`src/rtl/halut_decoder_ctrl.sv`:
```
// HALUT decoder-array controller: LUT load, encoded-index sequencing with result credit, result FIFO.
// Optional performance counters are built only when HALUT_CTRL_PERF_EN is defined.
package halut_pkg;
   localparam int DecoderUnits  = 4;
   localparam int C             = 3;
   localparam int K             = 16;
   localparam int DataTypeWidth = 8;
endpackage

module halut_decoder_ctrl #(
   parameter int DecoderUnits  = halut_pkg::DecoderUnits,
   parameter int C             = halut_pkg::C,
   parameter int K             = halut_pkg::K,
   parameter int DataTypeWidth = halut_pkg::DataTypeWidth,
   parameter int FifoDepth     = 2 * DecoderUnits,
   parameter int DA            = $clog2(DecoderUnits),
   parameter int CA            = $clog2(C),
   parameter int TD            = $clog2(K),
   parameter int TA            = $clog2(C * K)
) (
   input  logic                     clk_i,
   input  logic                     rst_ni,
   input  logic                     start_i,
   input  logic [15:0]              num_rows_i,
   output logic                     busy_o,
   output logic                     done_o,
   output logic                     err_o,
   input  logic                     lut_valid_i,
   output logic                     lut_ready_o,
   input  logic [DA-1:0]            lut_m_i,
   input  logic [TA-1:0]            lut_addr_i,
   input  logic [DataTypeWidth-1:0] lut_data_i,
   input  logic                     enc_valid_i,
   output logic                     enc_ready_o,
   input  logic [TD-1:0]            enc_k_i,
   output logic [DA-1:0]            dec_m_addr_o,
   output logic [TA-1:0]            dec_waddr_o,
   output logic [DataTypeWidth-1:0] dec_wdata_o,
   output logic                     dec_we_o,
   output logic [CA-1:0]            dec_c_addr_o,
   output logic [TD-1:0]            dec_k_addr_o,
   output logic                     dec_decoder_o,
   input  logic [31:0]              dec_result_i,
   input  logic                     dec_valid_i,
   input  logic [DA-1:0]            dec_m_addr_i,
   output logic                     res_valid_o,
   input  logic                     res_ready_i,
   output logic [31:0]              res_data_o,
   output logic [DA-1:0]            res_m_o,
   output logic [31:0]              perf_busy_cycles_o,
   output logic [31:0]              perf_stall_cycles_o
);

   localparam int PW = (FifoDepth > 1) ? $clog2(FifoDepth) : 1;
   localparam int NW = $clog2(FifoDepth + 1);
   localparam int RW = $clog2(FifoDepth + DecoderUnits + 1);
   localparam logic [RW-1:0] M_RES  = RW'(DecoderUnits);
   localparam logic [RW-1:0] FD_RES = RW'(FifoDepth);

   typedef enum logic [1:0] {IDLE = 2'd0, RUN = 2'd1, DRAIN = 2'd2} state_e;

   function automatic logic [PW-1:0] ptr_next(input logic [PW-1:0] p);
      ptr_next = (p == PW'(FifoDepth - 1)) ? {PW{1'b0}} : p + PW'(1);
   endfunction

   state_e                   state_r, state_s;
   logic                     done_r, done_s, err_r;
   logic [15:0]              num_rows_r, row_cnt_r;
   logic [31:0]              total_r, rcv_cnt_r;
   logic [CA-1:0]            c_cnt_r;
   logic [RW-1:0]            reserved_r;
   logic [DA-1:0]            exp_m_r;
   logic                     dec_we_r;
   logic [DA-1:0]            dec_m_addr_r;
   logic [TA-1:0]            dec_waddr_r;
   logic [DataTypeWidth-1:0] dec_wdata_r;
   logic [CA-1:0]            dec_c_addr_r;
   logic [TD-1:0]            dec_k_addr_r;
   logic [32+DA-1:0]         mem_r [FifoDepth];
   logic [PW-1:0]            wr_ptr_r, rd_ptr_r;
   logic [NW-1:0]            count_r;

   logic start_acc_s, lut_acc_s, enc_acc_s, c_wrap_s, last_row_s;
   logic pop_s, full_s, push_s, drop_s, mism_s, res_add_s, res_sub_s;

   assign start_acc_s = start_i && (state_r == IDLE);
   assign lut_acc_s   = lut_valid_i && lut_ready_o;
   assign enc_acc_s   = enc_valid_i && enc_ready_o;
   assign c_wrap_s    = (c_cnt_r == CA'(C - 1));
   assign last_row_s  = (row_cnt_r == (num_rows_r - 16'd1));
   assign full_s      = (count_r == NW'(FifoDepth));
   assign pop_s       = res_valid_o && res_ready_i;
   assign push_s      = dec_valid_i && (!full_s || pop_s);
   assign drop_s      = dec_valid_i && full_s && !pop_s;
   assign mism_s      = dec_valid_i && (dec_m_addr_i != exp_m_r);
   assign res_add_s   = enc_acc_s && (c_cnt_r == CA'(0));
   assign res_sub_s   = pop_s && (reserved_r != RW'(0));

   assign busy_o        = (state_r != IDLE);
   assign dec_decoder_o = (state_r != IDLE);
   assign lut_ready_o   = (state_r == IDLE);
   // A new row may only start once the FIFO has room for all of its results.
   assign enc_ready_o   = (state_r == RUN) && ((c_cnt_r != CA'(0)) || ((reserved_r + M_RES) <= FD_RES));
   assign done_o        = done_r;
   assign err_o         = err_r;
   assign dec_we_o      = dec_we_r;
   assign dec_m_addr_o  = dec_m_addr_r;
   assign dec_waddr_o   = dec_waddr_r;
   assign dec_wdata_o   = dec_wdata_r;
   assign dec_c_addr_o  = dec_c_addr_r;
   assign dec_k_addr_o  = dec_k_addr_r;
   assign res_valid_o   = (count_r != NW'(0));
   assign res_data_o    = mem_r[rd_ptr_r][32+DA-1:DA];
   assign res_m_o       = mem_r[rd_ptr_r][DA-1:0];

   // Next-state and done decode.
   always_comb begin
      state_s = state_r;
      done_s  = 1'b0;
      case (state_r)
         IDLE: begin
            if (start_i && (num_rows_i != 16'd0)) state_s = RUN;
            else if (start_i) done_s = 1'b1;
            else state_s = IDLE;
         end
         RUN: begin
            if (enc_acc_s && c_wrap_s && last_row_s) state_s = DRAIN;
            else state_s = RUN;
         end
         DRAIN: begin
            if (rcv_cnt_r == total_r) begin
               state_s = IDLE;
               done_s  = 1'b1;
            end else begin
               state_s = DRAIN;
            end
         end
         default: state_s = IDLE;
      endcase
   end

   // State, done pulse and sticky error.
   always_ff @(posedge clk_i or negedge rst_ni) begin
      if (!rst_ni) begin
         state_r <= IDLE;
         done_r  <= 1'b0;
         err_r   <= 1'b0;
      end else begin
         state_r <= state_s;
         done_r  <= done_s;
         if (drop_s || mism_s) err_r <= 1'b1;
         else if (start_acc_s) err_r <= 1'b0;
         else err_r <= err_r;
      end
   end

   // Run bookkeeping: row/codebook counters, latched length, result count.
   always_ff @(posedge clk_i or negedge rst_ni) begin
      if (!rst_ni) begin
         num_rows_r <= 16'd0;
         total_r    <= 32'd0;
         row_cnt_r  <= 16'd0;
         c_cnt_r    <= CA'(0);
         rcv_cnt_r  <= 32'd0;
      end else if (start_acc_s) begin
         num_rows_r <= num_rows_i;
         total_r    <= 32'(num_rows_i) * 32'(DecoderUnits);
         row_cnt_r  <= 16'd0;
         c_cnt_r    <= CA'(0);
         rcv_cnt_r  <= 32'd0;
      end else begin
         if (enc_acc_s && c_wrap_s) begin
            c_cnt_r   <= CA'(0);
            row_cnt_r <= row_cnt_r + 16'd1;
         end else if (enc_acc_s) begin
            c_cnt_r <= c_cnt_r + CA'(1);
         end
         if (dec_valid_i && (state_r != IDLE)) rcv_cnt_r <= rcv_cnt_r + 32'd1;
      end
   end

   // Decoder-array drive registers for LUT writes and index lookups.
   always_ff @(posedge clk_i or negedge rst_ni) begin
      if (!rst_ni) begin
         dec_we_r     <= 1'b0;
         dec_m_addr_r <= DA'(0);
         dec_waddr_r  <= TA'(0);
         dec_wdata_r  <= DataTypeWidth'(0);
         dec_c_addr_r <= CA'(0);
         dec_k_addr_r <= TD'(0);
      end else begin
         dec_we_r <= lut_acc_s;
         if (lut_acc_s) begin
            dec_m_addr_r <= lut_m_i;
            dec_waddr_r  <= lut_addr_i;
            dec_wdata_r  <= lut_data_i;
         end
         if (enc_acc_s) begin
            dec_c_addr_r <= c_cnt_r;
            dec_k_addr_r <= enc_k_i;
         end
      end
   end

   // Credit reservation and expected decoder-index tracker.
   always_ff @(posedge clk_i or negedge rst_ni) begin
      if (!rst_ni) begin
         reserved_r <= RW'(0);
         exp_m_r    <= DA'(0);
      end else begin
         case ({res_add_s, res_sub_s})
            2'b10:   reserved_r <= reserved_r + M_RES;
            2'b01:   reserved_r <= reserved_r - RW'(1);
            2'b11:   reserved_r <= reserved_r + M_RES - RW'(1);
            default: reserved_r <= reserved_r;
         endcase
         if (start_acc_s) exp_m_r <= DA'(0);
         else if (dec_valid_i)
            exp_m_r <= (exp_m_r == DA'(DecoderUnits - 1)) ? DA'(0) : exp_m_r + DA'(1);
      end
   end

   // Result FIFO pointers and occupancy.
   always_ff @(posedge clk_i or negedge rst_ni) begin
      if (!rst_ni) begin
         wr_ptr_r <= PW'(0);
         rd_ptr_r <= PW'(0);
         count_r  <= NW'(0);
      end else begin
         if (push_s) wr_ptr_r <= ptr_next(wr_ptr_r);
         if (pop_s)  rd_ptr_r <= ptr_next(rd_ptr_r);
         case ({push_s, pop_s})
            2'b10:   count_r <= count_r + NW'(1);
            2'b01:   count_r <= count_r - NW'(1);
            default: count_r <= count_r;
         endcase
      end
   end

   // Result FIFO storage.
   always_ff @(posedge clk_i) begin
      if (push_s) mem_r[wr_ptr_r] <= {dec_result_i, dec_m_addr_i};
   end

`ifdef HALUT_CTRL_PERF_EN
   logic [31:0] perf_busy_r, perf_stall_r;

   // Saturating busy and stall cycle counters.
   always_ff @(posedge clk_i or negedge rst_ni) begin
      if (!rst_ni) begin
         perf_busy_r  <= 32'd0;
         perf_stall_r <= 32'd0;
      end else if (start_acc_s) begin
         perf_busy_r  <= 32'd0;
         perf_stall_r <= 32'd0;
      end else begin
         if (busy_o && (perf_busy_r != 32'hFFFF_FFFF)) perf_busy_r <= perf_busy_r + 32'd1;
         if ((state_r == RUN) && enc_valid_i && !enc_ready_o && (perf_stall_r != 32'hFFFF_FFFF))
            perf_stall_r <= perf_stall_r + 32'd1;
      end
   end

   assign perf_busy_cycles_o  = perf_busy_r;
   assign perf_stall_cycles_o = perf_stall_r;
`else
   assign perf_busy_cycles_o  = 32'd0;
   assign perf_stall_cycles_o = 32'd0;
`endif

endmodule

```
`config.mk`:
```
export PLATFORM = sky130hd
export DESIGN_NAME = halut_decoder_ctrl
export DESIGN_NICKNAME = d
export VERILOG_FILES = /design/src/rtl/halut_decoder_ctrl.sv
export SDC_FILE = /design/constraint.sdc
export NUM_CORES = 1
export LEC_CHECK = 0
export CORE_MARGIN = 1
export CORE_UTILIZATION = 30
export DETAILED_ROUTE_END_ITERATION = 6
export GPL_TIMING_DRIVEN = 1
export PLACE_DENSITY_LB_ADDON = 0.08
export SYNTH_ARGS = -nofsm -noshare
export SYNTH_HDL_FRONTEND = slang
export SYNTH_SLANG_ARGS = --single-unit
```
`constraint.sdc`:
```
create_clock -name clk_i -period 6.3 [get_ports clk_i]
set_clock_uncertainty 0.15 [all_clocks]
set_input_delay 1.26 -clock clk_i [delete_from_list [all_inputs] [get_ports clk_i]]
set_output_delay 1.26 -clock clk_i [all_outputs]
set_load 0.01 [all_outputs]
```
==> impl_metrics.env <==
export IMPL_r2r_cells=10
export IMPL_power_leakage_nw=7.36
export IMPL_timing_critical_path_to_type="output port"
export IMPL_outcome="completed"
export IMPL_met1_usage_pct=18.0
export IMPL_layout_setup_ws_ps=1620
export IMPL_maxCapViolations=0
export IMPL_dieWidth_um=237
export IMPL_multi_input_comb_area_sq_um=5200
export IMPL_ios=205
export IMPL_worst_hold_path_type="reg2reg"
export IMPL_critical_path_slowest_cell="sky130_fd_sc_hd__dfrtp_4"
export IMPL_post_cts_setup_buffers=0
export IMPL_cts_hold_buffers=0
export IMPL_avg_vias_per_cell=4.63
export IMPL_core_sq_um=54100
export IMPL_ys_flop_type="sky130_fd_sc_hd__edfxtp_1"
export IMPL_critPathKind="reg2out"
export IMPL_timing_rr_end="count_r[3]$_DFFE_PN0P_"
export IMPL_fin_tns_setup_ps=0
export IMPL_rsz0062_at_grt="false"
export IMPL_synth_largest_area_cell="sky130_fd_sc_hd__edfxtp_1"
export IMPL_initial_standard_cell_utilization_of_the_core_pct=30.6
export IMPL_antenna_found_initial=1
export IMPL_core_rowCount=85
export IMPL_area_sequential_sq_um=10900
export IMPL_crit_arrival_ps=3270
export IMPL_min_path_cells=2
export IMPL_worst_setup_hold_path_clk_slew_ps=60
export IMPL_place_port_buffers=140
export IMPL_post_route_drc_count=0
export IMPL_power_ir_vdd_worst_mv=0.204
export IMPL_chipHeight_um=237
export IMPL_post_drt_wl_per_cell_um=19.2
export IMPL_cts_sink_count=381
export IMPL_synth_largest_type_area_fraction_pct=49.4
export IMPL_finalNetCount=1334
export IMPL_finalHoldViolations=0
export IMPL_drt_iter0_markers=415
export IMPL_end_of_the_worst_hold_path="dec_k_addr_o[0]$_DFFE_PN0P_"
export IMPL_clock_path_buffers=3
export IMPL_final_layout_size_suffix_gt1_share_pct=17.8
export IMPL_syn_to_final_growth_pct=21.4
export IMPL_clock_fmax_ghz=0.214
export IMPL_post_cts_resized_instances=0
export IMPL_globalRouteTotalUtil_pct=13.6
export IMPL_postSynthAreaPerCell_sq_um=15.3
export IMPL_reg2reg_setup_slack_ps=3380
export IMPL_dp_worst_setup_slack_ps=2130
export IMPL_detail_route_antenna_nets=0
export IMPL_synth_seq_cells=381
export IMPL_fp_dieArea_sq_um=56100
export IMPL_layout_worst_path_cycle_share_pct=74.3
export IMPL_layout_commonest_cell="sky130_fd_sc_hd__edfxtp_1"
export IMPL_post_synth_edffs=272
export IMPL_num_vias=9148
export IMPL_tightestPinTransition_ps=927
export IMPL_critPathLaunchType="flip-flop"
export IMPL_gate_count_post_synth=1084
export IMPL_clockRootBuffer="sky130_fd_sc_hd__clkbuf_16"
export IMPL_fillCellCount=5119
export IMPL_r2r_path_start="count_r[0]$_DFFE_PN0P_"
export IMPL_finalCriticalPeriod_ps=4680
export IMPL_grt_util_met3_pct=2.44
export IMPL_pwr_density_cell_nw_per_um2=412
export IMPL_grt_util_met2_pct=23.0
export IMPL_clock_network_latency_to_the_later_pin_of_the_worst_skew_pair_ps=580
export IMPL_startpoint_of_the_worst_hold_path="dec_k_addr_o[0]$_DFFE_PN0P_"
export IMPL_globalRoute_totalOverflow=0
export IMPL_drv_slew=0
export IMPL_critical_path_cell_chain="buf_12 > mux4_2 > mux2_2 > clkdlybuf4s50_1"
export IMPL_clock_tree_from_tritoncts="yes"
export IMPL_wire_length_of_the_first_global_routing_pass_um=58200
export IMPL_synth_cell_types=53
export IMPL_wl_um=38000
export IMPL_finalWeightedCongestion=0.710
export IMPL_syn_area_sq_um=16500
export IMPL_post_dp_hpwl_um=23100
export IMPL_seq_area_frac_synth_pct=65.9
export IMPL_relSlewSlack_pct=38.1
export IMPL_final_cell_mix="sky130_fd_sc_hd__edfxtp_1 (272), sky130_fd_sc_hd__clkdlybuf4s50_1 (139), sky130_fd_sc_hd__dfrtp_1 (106)"
export IMPL_worstPathRequired_ps=4890
export IMPL_pin_count_of_the_biggest_net_entering_global_routing=56
export IMPL_crit_path_max_cell_delay_ps=970
export IMPL_gr_max_usage_layer="met2"
export IMPL_ys_async_sr_fraction_pct=28.6
export IMPL_htree_levels=2
export IMPL_numCtsBuffers=45
export IMPL_setup_viol=0
export IMPL_warning_count_from_the_yosys_run=0
export IMPL_crit_fanout=38
export IMPL_first_global_vias=9459
export IMPL_drt_pass1_iterations=4
export IMPL_synth_top_cells_by_area="sky130_fd_sc_hd__edfxtp_1 (49%), sky130_fd_sc_hd__dfrtp_1 (16%), sky130_fd_sc_hd__mux4_2 (9.3%)"
-- Yosys cell counts (2+ instances only) --
cell type / instances
sky130_fd_sc_hd__a211o_1: 2
sky130_fd_sc_hd__a211oi_1: 2
sky130_fd_sc_hd__a21o_1: 4
sky130_fd_sc_hd__a21oi_1: 16
sky130_fd_sc_hd__a22o_1: 2
sky130_fd_sc_hd__and2_1: 4
sky130_fd_sc_hd__and3_1: 7
sky130_fd_sc_hd__and4_1: 7
sky130_fd_sc_hd__buf_2: 12
sky130_fd_sc_hd__buf_4: 65
sky130_fd_sc_hd__clkbuf_1: 33
sky130_fd_sc_hd__dfrtp_1: 109
sky130_fd_sc_hd__edfxtp_1: 272
sky130_fd_sc_hd__ha_1: 15
sky130_fd_sc_hd__inv_1: 16
sky130_fd_sc_hd__mux2_2: 51
sky130_fd_sc_hd__mux2i_1: 4
sky130_fd_sc_hd__mux4_2: 68
sky130_fd_sc_hd__nand2_1: 104
sky130_fd_sc_hd__nand2b_1: 6
sky130_fd_sc_hd__nand3_1: 23
sky130_fd_sc_hd__nand3b_1: 2
sky130_fd_sc_hd__nand4_1: 14
sky130_fd_sc_hd__nor2_1: 61
sky130_fd_sc_hd__nor2b_1: 3
sky130_fd_sc_hd__nor3_1: 19
sky130_fd_sc_hd__nor3b_1: 4
sky130_fd_sc_hd__nor4_1: 21
sky130_fd_sc_hd__o21ai_0: 22
sky130_fd_sc_hd__or2_2: 3
sky130_fd_sc_hd__or3_1: 8
sky130_fd_sc_hd__or4_1: 4
sky130_fd_sc_hd__xnor2_1: 30
sky130_fd_sc_hd__xor2_1: 52
-- stage by stage --
step                cells  power [mW]  utilization [%]  instance area, sq um  hold slack [ps]
finish               1975        8.26             37.1                 20100              325
global route         1974        8.71             37.1                 20100              352
CTS                  1974        8.45             37.1                 20100              326
detailed placement   1890        5.76             34.3                 18600              312
global placement     1890        5.76             34.3                 18600              314
floorplan            1147        4.79                -                 16800              306
-- layout make-up --
cell class | instances | area share [%]
antenna | 1 | 0.0125
sequential | 381 | 54.3
multi-input combinational | 640 | 25.9
clock inverter | 29 | 1.56
inverter | 16 | 0.299
timing repair buffer | 157 | 7.66
tap | 696 | 4.34
clock buffer | 55 | 5.94
-- per-layer routing --
metal / routed length [um] / share of wire, %
met1: 17000 / 45
met2: 18800 / 49
met3: 1450 / 3.8
met4: 702 / 1.8
met5: 0 / 0
-- worst max-delay path by stage --
stage,start,end,depth (start not counted)
finish,rd_ptr_r[0]$_DFFE_PN0P_,res_data_o[14],4
global placement,rd_ptr_r[0]$_DFFE_PN0P_,res_data_o[27],4
global route,rd_ptr_r[0]$_DFFE_PN0P_,res_data_o[20],4
CTS,rd_ptr_r[0]$_DFFE_PN0P_,res_data_o[27],4
detailed placement,rd_ptr_r[0]$_DFFE_PN0P_,res_data_o[27],4
floorplan,dec_valid_i,mem_r[0][0]$_DFFE_PP_,3
-- power by group --
part	switching, mW	leakage [nW]	internal [mW]	total (mW)
Clock	1.07	0.740	1.57	2.63
Sequential	0.312	3.89	3.08	3.40
Combinational	1.02	2.73	1.21	2.23
Total	2.40	7.36	5.86	8.26
-- state kept, by name, indices dropped and copies added (netlist names), 3 cells and up --
name,flops
wr_ptr_r,3
mem_r,272
rd_ptr_r,3
dec_waddr_o,6
dec_wdata_o,8
total_r,16
dec_k_addr_o,4
count_r,4
reserved_r,4
rcv_cnt_r,32
row_cnt_r,16
-- cell families after synthesis --
group	share of synthesized area (%)
AOI/OAI and AO/OA	2.28
xor gates and xnor gates	4.34
adders and majority gates	1.26
buffers and inverters	4.42
DFF	65.9
muxes	13.0
other	0.0227
and+or+nand+nor	8.84
-- critical path, delay by kind of cell, from the launching register on --
kind                   cells  cell delay [ps]
buffers and inverters      2              860
flip-flops                 1              970
multiplexers               2              850
Note: power is estimated with default switching activity, not from simulation.
